<file path="src/rtl/vmem_arbiter.sv">
// Two-requester arbiter for the single CPU-side video memory port.
// Round-robin or fixed priority, with a capped grant-lock for short bursts.
module vmem_arbiter #(
  parameter int ADDR_WIDTH = 16,
  parameter int DATA_WIDTH = 32,
  parameter int FIXED_PRIO = 0,
  parameter int MAX_BURST  = 4
) (
  input  logic                    clk,
  input  logic                    rst,
  input  logic                    rq0_valid,
  output logic                    rq0_ready,
  input  logic                    rq0_lock,
  input  logic [DATA_WIDTH/8-1:0] rq0_we,
  input  logic [ADDR_WIDTH-1:0]   rq0_addr,
  input  logic [DATA_WIDTH-1:0]   rq0_wdata,
  output logic                    rs0_valid,
  output logic [DATA_WIDTH-1:0]   rs0_rdata,
  input  logic                    rq1_valid,
  output logic                    rq1_ready,
  input  logic                    rq1_lock,
  input  logic [DATA_WIDTH/8-1:0] rq1_we,
  input  logic [ADDR_WIDTH-1:0]   rq1_addr,
  input  logic [DATA_WIDTH-1:0]   rq1_wdata,
  output logic                    rs1_valid,
  output logic [DATA_WIDTH-1:0]   rs1_rdata,
  output logic                    mem_en,
  output logic [DATA_WIDTH/8-1:0] mem_we,
  output logic [ADDR_WIDTH-1:0]   mem_addr,
  output logic [DATA_WIDTH-1:0]   mem_write,
  input  logic [DATA_WIDTH-1:0]   mem_read
);

  typedef enum logic [1:0] {
    LOCK_NONE,
    LOCK_RQ0,
    LOCK_RQ1
  } lock_owner_t;

  localparam logic [3:0] MAX_CNT = 4'(MAX_BURST);

  lock_owner_t lock_owner, lock_owner_n;
  logic [3:0]  burst_cnt, burst_cnt_n;
  logic        last_grant, last_grant_n;
  logic        rs0_valid_n, rs1_valid_n;

  logic        gnt_valid;
  logic        gnt_id;
  logic        gnt_lock;
  lock_owner_t gnt_owner;

  always_ff @(posedge clk or posedge rst) begin
    if (rst) begin
      lock_owner <= LOCK_NONE;
      burst_cnt  <= '0;
      last_grant <= 1'b1;
      rs0_valid  <= 1'b0;
      rs1_valid  <= 1'b0;
    end else begin
      lock_owner <= lock_owner_n;
      burst_cnt  <= burst_cnt_n;
      last_grant <= last_grant_n;
      rs0_valid  <= rs0_valid_n;
      rs1_valid  <= rs1_valid_n;
    end
  end

  // An unexpired lock beats normal arbitration only while its owner still requests.
  always_comb begin
    gnt_valid = 1'b0;
    gnt_id    = 1'b0;
    if (lock_owner == LOCK_RQ0 && rq0_valid && burst_cnt < MAX_CNT) begin
      gnt_valid = 1'b1;
      gnt_id    = 1'b0;
    end else if (lock_owner == LOCK_RQ1 && rq1_valid && burst_cnt < MAX_CNT) begin
      gnt_valid = 1'b1;
      gnt_id    = 1'b1;
    end else if (rq0_valid && rq1_valid) begin
      gnt_valid = 1'b1;
      gnt_id    = (FIXED_PRIO != 0) ? 1'b0 : ~last_grant;
    end else if (rq0_valid) begin
      gnt_valid = 1'b1;
      gnt_id    = 1'b0;
    end else if (rq1_valid) begin
      gnt_valid = 1'b1;
      gnt_id    = 1'b1;
    end
  end

  assign gnt_lock  = gnt_id ? rq1_lock : rq0_lock;
  assign gnt_owner = gnt_id ? LOCK_RQ1 : LOCK_RQ0;

  assign rq0_ready = gnt_valid & ~gnt_id;
  assign rq1_ready = gnt_valid &  gnt_id;

  assign mem_en    = gnt_valid;
  assign mem_we    = !gnt_valid ? '0 : (gnt_id ? rq1_we    : rq0_we);
  assign mem_addr  = !gnt_valid ? '0 : (gnt_id ? rq1_addr  : rq0_addr);
  assign mem_write = !gnt_valid ? '0 : (gnt_id ? rq1_wdata : rq0_wdata);

  assign rs0_rdata = mem_read;
  assign rs1_rdata = mem_read;

  // Any cycle without an accepted locked request releases the lock.
  always_comb begin
    last_grant_n = last_grant;
    lock_owner_n = LOCK_NONE;
    burst_cnt_n  = '0;
    rs0_valid_n  = 1'b0;
    rs1_valid_n  = 1'b0;
    if (gnt_valid) begin
      last_grant_n = gnt_id;
      rs0_valid_n  = ~gnt_id;
      rs1_valid_n  = gnt_id;
      if (gnt_lock) begin
        lock_owner_n = gnt_owner;
        if (lock_owner == gnt_owner && burst_cnt < MAX_CNT)
          burst_cnt_n = burst_cnt + 4'd1;
        else
          burst_cnt_n = 4'd1;
      end
    end
  end

endmodule

</file>
<file path="config.mk">
export PLATFORM = sky130hd
export DESIGN_NAME = vmem_arbiter
export DESIGN_NICKNAME = d
export VERILOG_FILES = /design/src/rtl/vmem_arbiter.sv
export SDC_FILE = /design/constraint.sdc
export NUM_CORES = 1
export LEC_CHECK = 0
export CORE_AREA = 3 3 100 102
export DETAILED_ROUTE_END_ITERATION = 8
export DIE_AREA = 0 0 103 105
export PLACE_DENSITY = 0.7
export SYNTH_ARGS = -nofsm -noshare
export SYNTH_HDL_FRONTEND = slang
export SYNTH_SLANG_ARGS = --single-unit
</file>
<file path="constraint.sdc">
create_clock -name clk -period 1.87 [get_ports clk]
set_input_delay 0.374 -clock clk [delete_from_list [all_inputs] [get_ports clk]]
set_output_delay 0.374 -clock clk [all_outputs]
set_load 0.02 [all_outputs]
</file>
==> flow_summary_export.csv <==
group,metric,value,unit
run_status,outcome,"complete, but fails checks",
run_status,violations,"negative setup slack",
power_and_ir_drop,netSwitchingFraction,36.33,%
route,dr.pass1.iters,4,
route,drtAntennaViolNets,0,
global_route,gr-usage-all-layers,11.50,%
synthesis,synth_ff_type,"dfrtp_1",
power_and_ir_drop,ir_worst_vdd,0.0003262,V
timing,slew_violations,0,
die,dieArea,10820,sq um
finish,insertedDiodeCount,0,
timing,rsz0062_at_grt,"yes",
worst_setup_path,startpoint_type,"flop",
route,dr_wl_met2,3.636,mm
place,gp_congestion,0.7522,
route,drt_wl_total,6.731,mm
global_route,first_global_vias,2025,
synthesis,syn_area_per_cell,7.007,sq um
power_and_ir_drop,p_per_area,425.6,nW/um^2
route,vias_per_cell,4.103,
clocking,cts_made_buffers,3,
synthesis,yosys_warnings,0,
place,port_buffers,166,
place,dp.cells,486,
die,ios,263,
finish,utilization,37.88,%
timing,fin_setup_tns,-19.81,ns
job,maxCapViolCount,0,
global_route,globalRoute.totalOverflow,0,
timing,setup_ws,-0.4387,ns
timing,finalSetupViolCount,54,
global_route,grt_max_degree,27,
timing,fin_crit_sh,123.5,%
clocking,clk_latency,0.24,ns
power_and_ir_drop,leakagePower,1.724,nW
timing,min_period,2.309,ns
worst_setup_path,path_cells,"o31a_1 -> o221ai_2 -> nand2_4 -> buf_12 -> mux2i_2 -> buf_4",
worst_setup_path,crit_path_max_incr_delay,0.40,ns
synthesis,synth_nets,413,
finish,drive_above_1_share,35.16,%
synthesis,seq_area_frac_synth,11.97,%
route,drc,0,
global_route,grt_pass1_wl,9.742,mm
clocking,cts-root-buf,"clkbuf_8",
die,initial_core_util,20.57,%
timing,finClkSkew,0.002549,ns
finish,nets,528,
worst_setup_path,worstPathMaxFanout,23,
synthesis,synth_edf_count,0,
finish,stdcell_count,495,
worst_setup_path,worst_setup_path_end_kind,"output port",
clocking,clkSlewWorstSetupHoldPaths,0.05,ns
timing,hold_violations,0,
place,dpl_worst_slack,-0.8508,ns
place,dp_hpwl,5.760,mm
die,rows,35,
worst_setup_path,cp.required,1.50,ns
power_and_ir_drop,p_switching,0.5385,mW
route,wl_per_cell,13.60,um
synthesis,yosys.cell_types.count,28,
route,wl_met1,2.013,mm
route,via_count,2031,
clocking,cts.sinks,9,
power_and_ir_drop,power,1.482,mW
worst_setup_path,timing_worst_setup_path_type,"reg2out",
die,die_h,105,um
power_and_ir_drop,combPwrFrac,70.0,%
min_path,hold_class,"in2async",
power_and_ir_drop,pwr-share-clk,15.4,%
finish,fill_cells,939,
timing,max_freq,433.2,MHz
timing,timing.hold.ws,0.3977,ns
worst_setup_path,reg2reg_slack,0.24,ns
finish,synthToLayoutAreaGrowth,84.13,%
route,wl_met3,1.025,mm
synthesis,async_reset_ff_share,100.0,%
power_and_ir_drop,pwr-share-seq,14.6,%
worst_setup_path,slowest_stage,"dfrtp_1",
synthesis,postSynthCellCount,270,
worst_setup_path,cp.arrival,1.93,ns
clocking,clk_path_buf_depth,2,
finish,design_area,3483,sq um
die,core_area,9196,sq um
synthesis,syn_area,1892,sq um
route,drt_iter0_drc,43,
die,die_w,103,um
route,top_layer,"met4",
clocking,cts_tree,"yes",
synthesis,ys_seq_elements,9,
global_route,antenna_found_initial,0,
place,placed_cell_area,3478,sq um
power_and_ir_drop,internal_power,0.9439,mW
clocking,htreeDepth,1,
-- power groups by stage --
stage | logic (mW) | clock network [mW] | registers, mW
global placement | 1.05 | 0 | 0.219
finish | 1.04 | 0.228 | 0.217
CTS | 1.06 | 0.232 | 0.217
floorplan | 0.709 | 0 | 0.224
detailed placement | 1.06 | 0 | 0.220
global route | 1.11 | 0.243 | 0.219
-- layout by cell type (no fill, tap or decap), drive strengths merged, types with 2 or more instances in the layout --
cell           netlist  routed
nor2                 3       3
dlygate4sd2          0       2
nand3                2       2
nand2               54      54
and2                 3       3
nand2b               2       2
buf                 71      75
clkbuf               5       4
clkdlybuf4s50        0     109
mux2i               52      52
inv                 56      56
dfrtp                8       8
-- worst max-delay path: cells and delay by family (launching register included) --
kind	cells	cell delay, ns
compound gates	2	0.56
simple gates	1	0.13
buf+inv	2	0.38
flops	1	0.40
mux	1	0.22
-- path summary, 6_finish.rpt --
check / start / end / cells past startpoint
max in group asynchronous: rst / last_grant / 2
max: burst_cnt[2] / mem_we[0] / 6
min in group clk: burst_cnt[0] / burst_cnt[0] / 1
min reg2reg: burst_cnt[0] / burst_cnt[0] / 1
max reg2reg: burst_cnt[2] / burst_cnt[0] / 6
min: rst / lock_owner[1] / 2
-- cell usage after synthesis (2+ instances only) --
cell / number / share of area (%)
and2_1: 3 / 0.99
buf_2: 2 / 0.53
buf_4: 64 / 25
buf_6: 5 / 3.0
clkbuf_1: 5 / 0.99
dfrtp_1: 8 / 11
inv_1: 55 / 11
mux2i_1: 52 / 28
nand2_1: 53 / 11
nand2b_1: 2 / 0.66
nand3_1: 2 / 0.53
nor2_1: 3 / 0.60
-- cells by family after synthesis --
| group | synth area share [%] |
|---|---|
| buf+inv | 41.01 |
| fa+ha+maj | 0.6613 |
| simple gates | 15.54 |
| compound gates | 3.109 |
| flops | 11.97 |
| other cells | 0.1982 |
| mux | 27.51 |
-- state kept, by name, summed over array words and instances (netlist names) --
register / flops
burst_cnt: 4
last_grant: 1
lock_owner: 2
rs0_valid: 1
rs1_valid: 1
-- cell type report --
type | count | area (sq um) | share of cell area [%]
inverters | 56 | 210.2 | 6.034
multi-input cells | 129 | 1109 | 31.82
repair buffers | 186 | 1754 | 50.36
flip-flops and latches | 9 | 226.5 | 6.501
well taps | 111 | 138.9 | 3.987
clock buffers | 4 | 45.04 | 1.293
-- what timing repair did --
action | in CTS | in global routing
hold buffers | 0 | 0
setup buffers | 4 | 1
setup endpoints to repair | 55 | 54
cloned | 1 | 0
pin swaps | 4 | 3
gates resized for setup | 288 | 1
-- metal layers --
metal | track usage, % | vias to the layer above
li1 | - | 978
met1 | 10.12 | 874
met2 | 23.19 | 173
met3 | 4.673 | 6
met4 | 2.590 | 0
met5 | 0 | -
No activity file was read; power rests on OpenSTA's default activity.
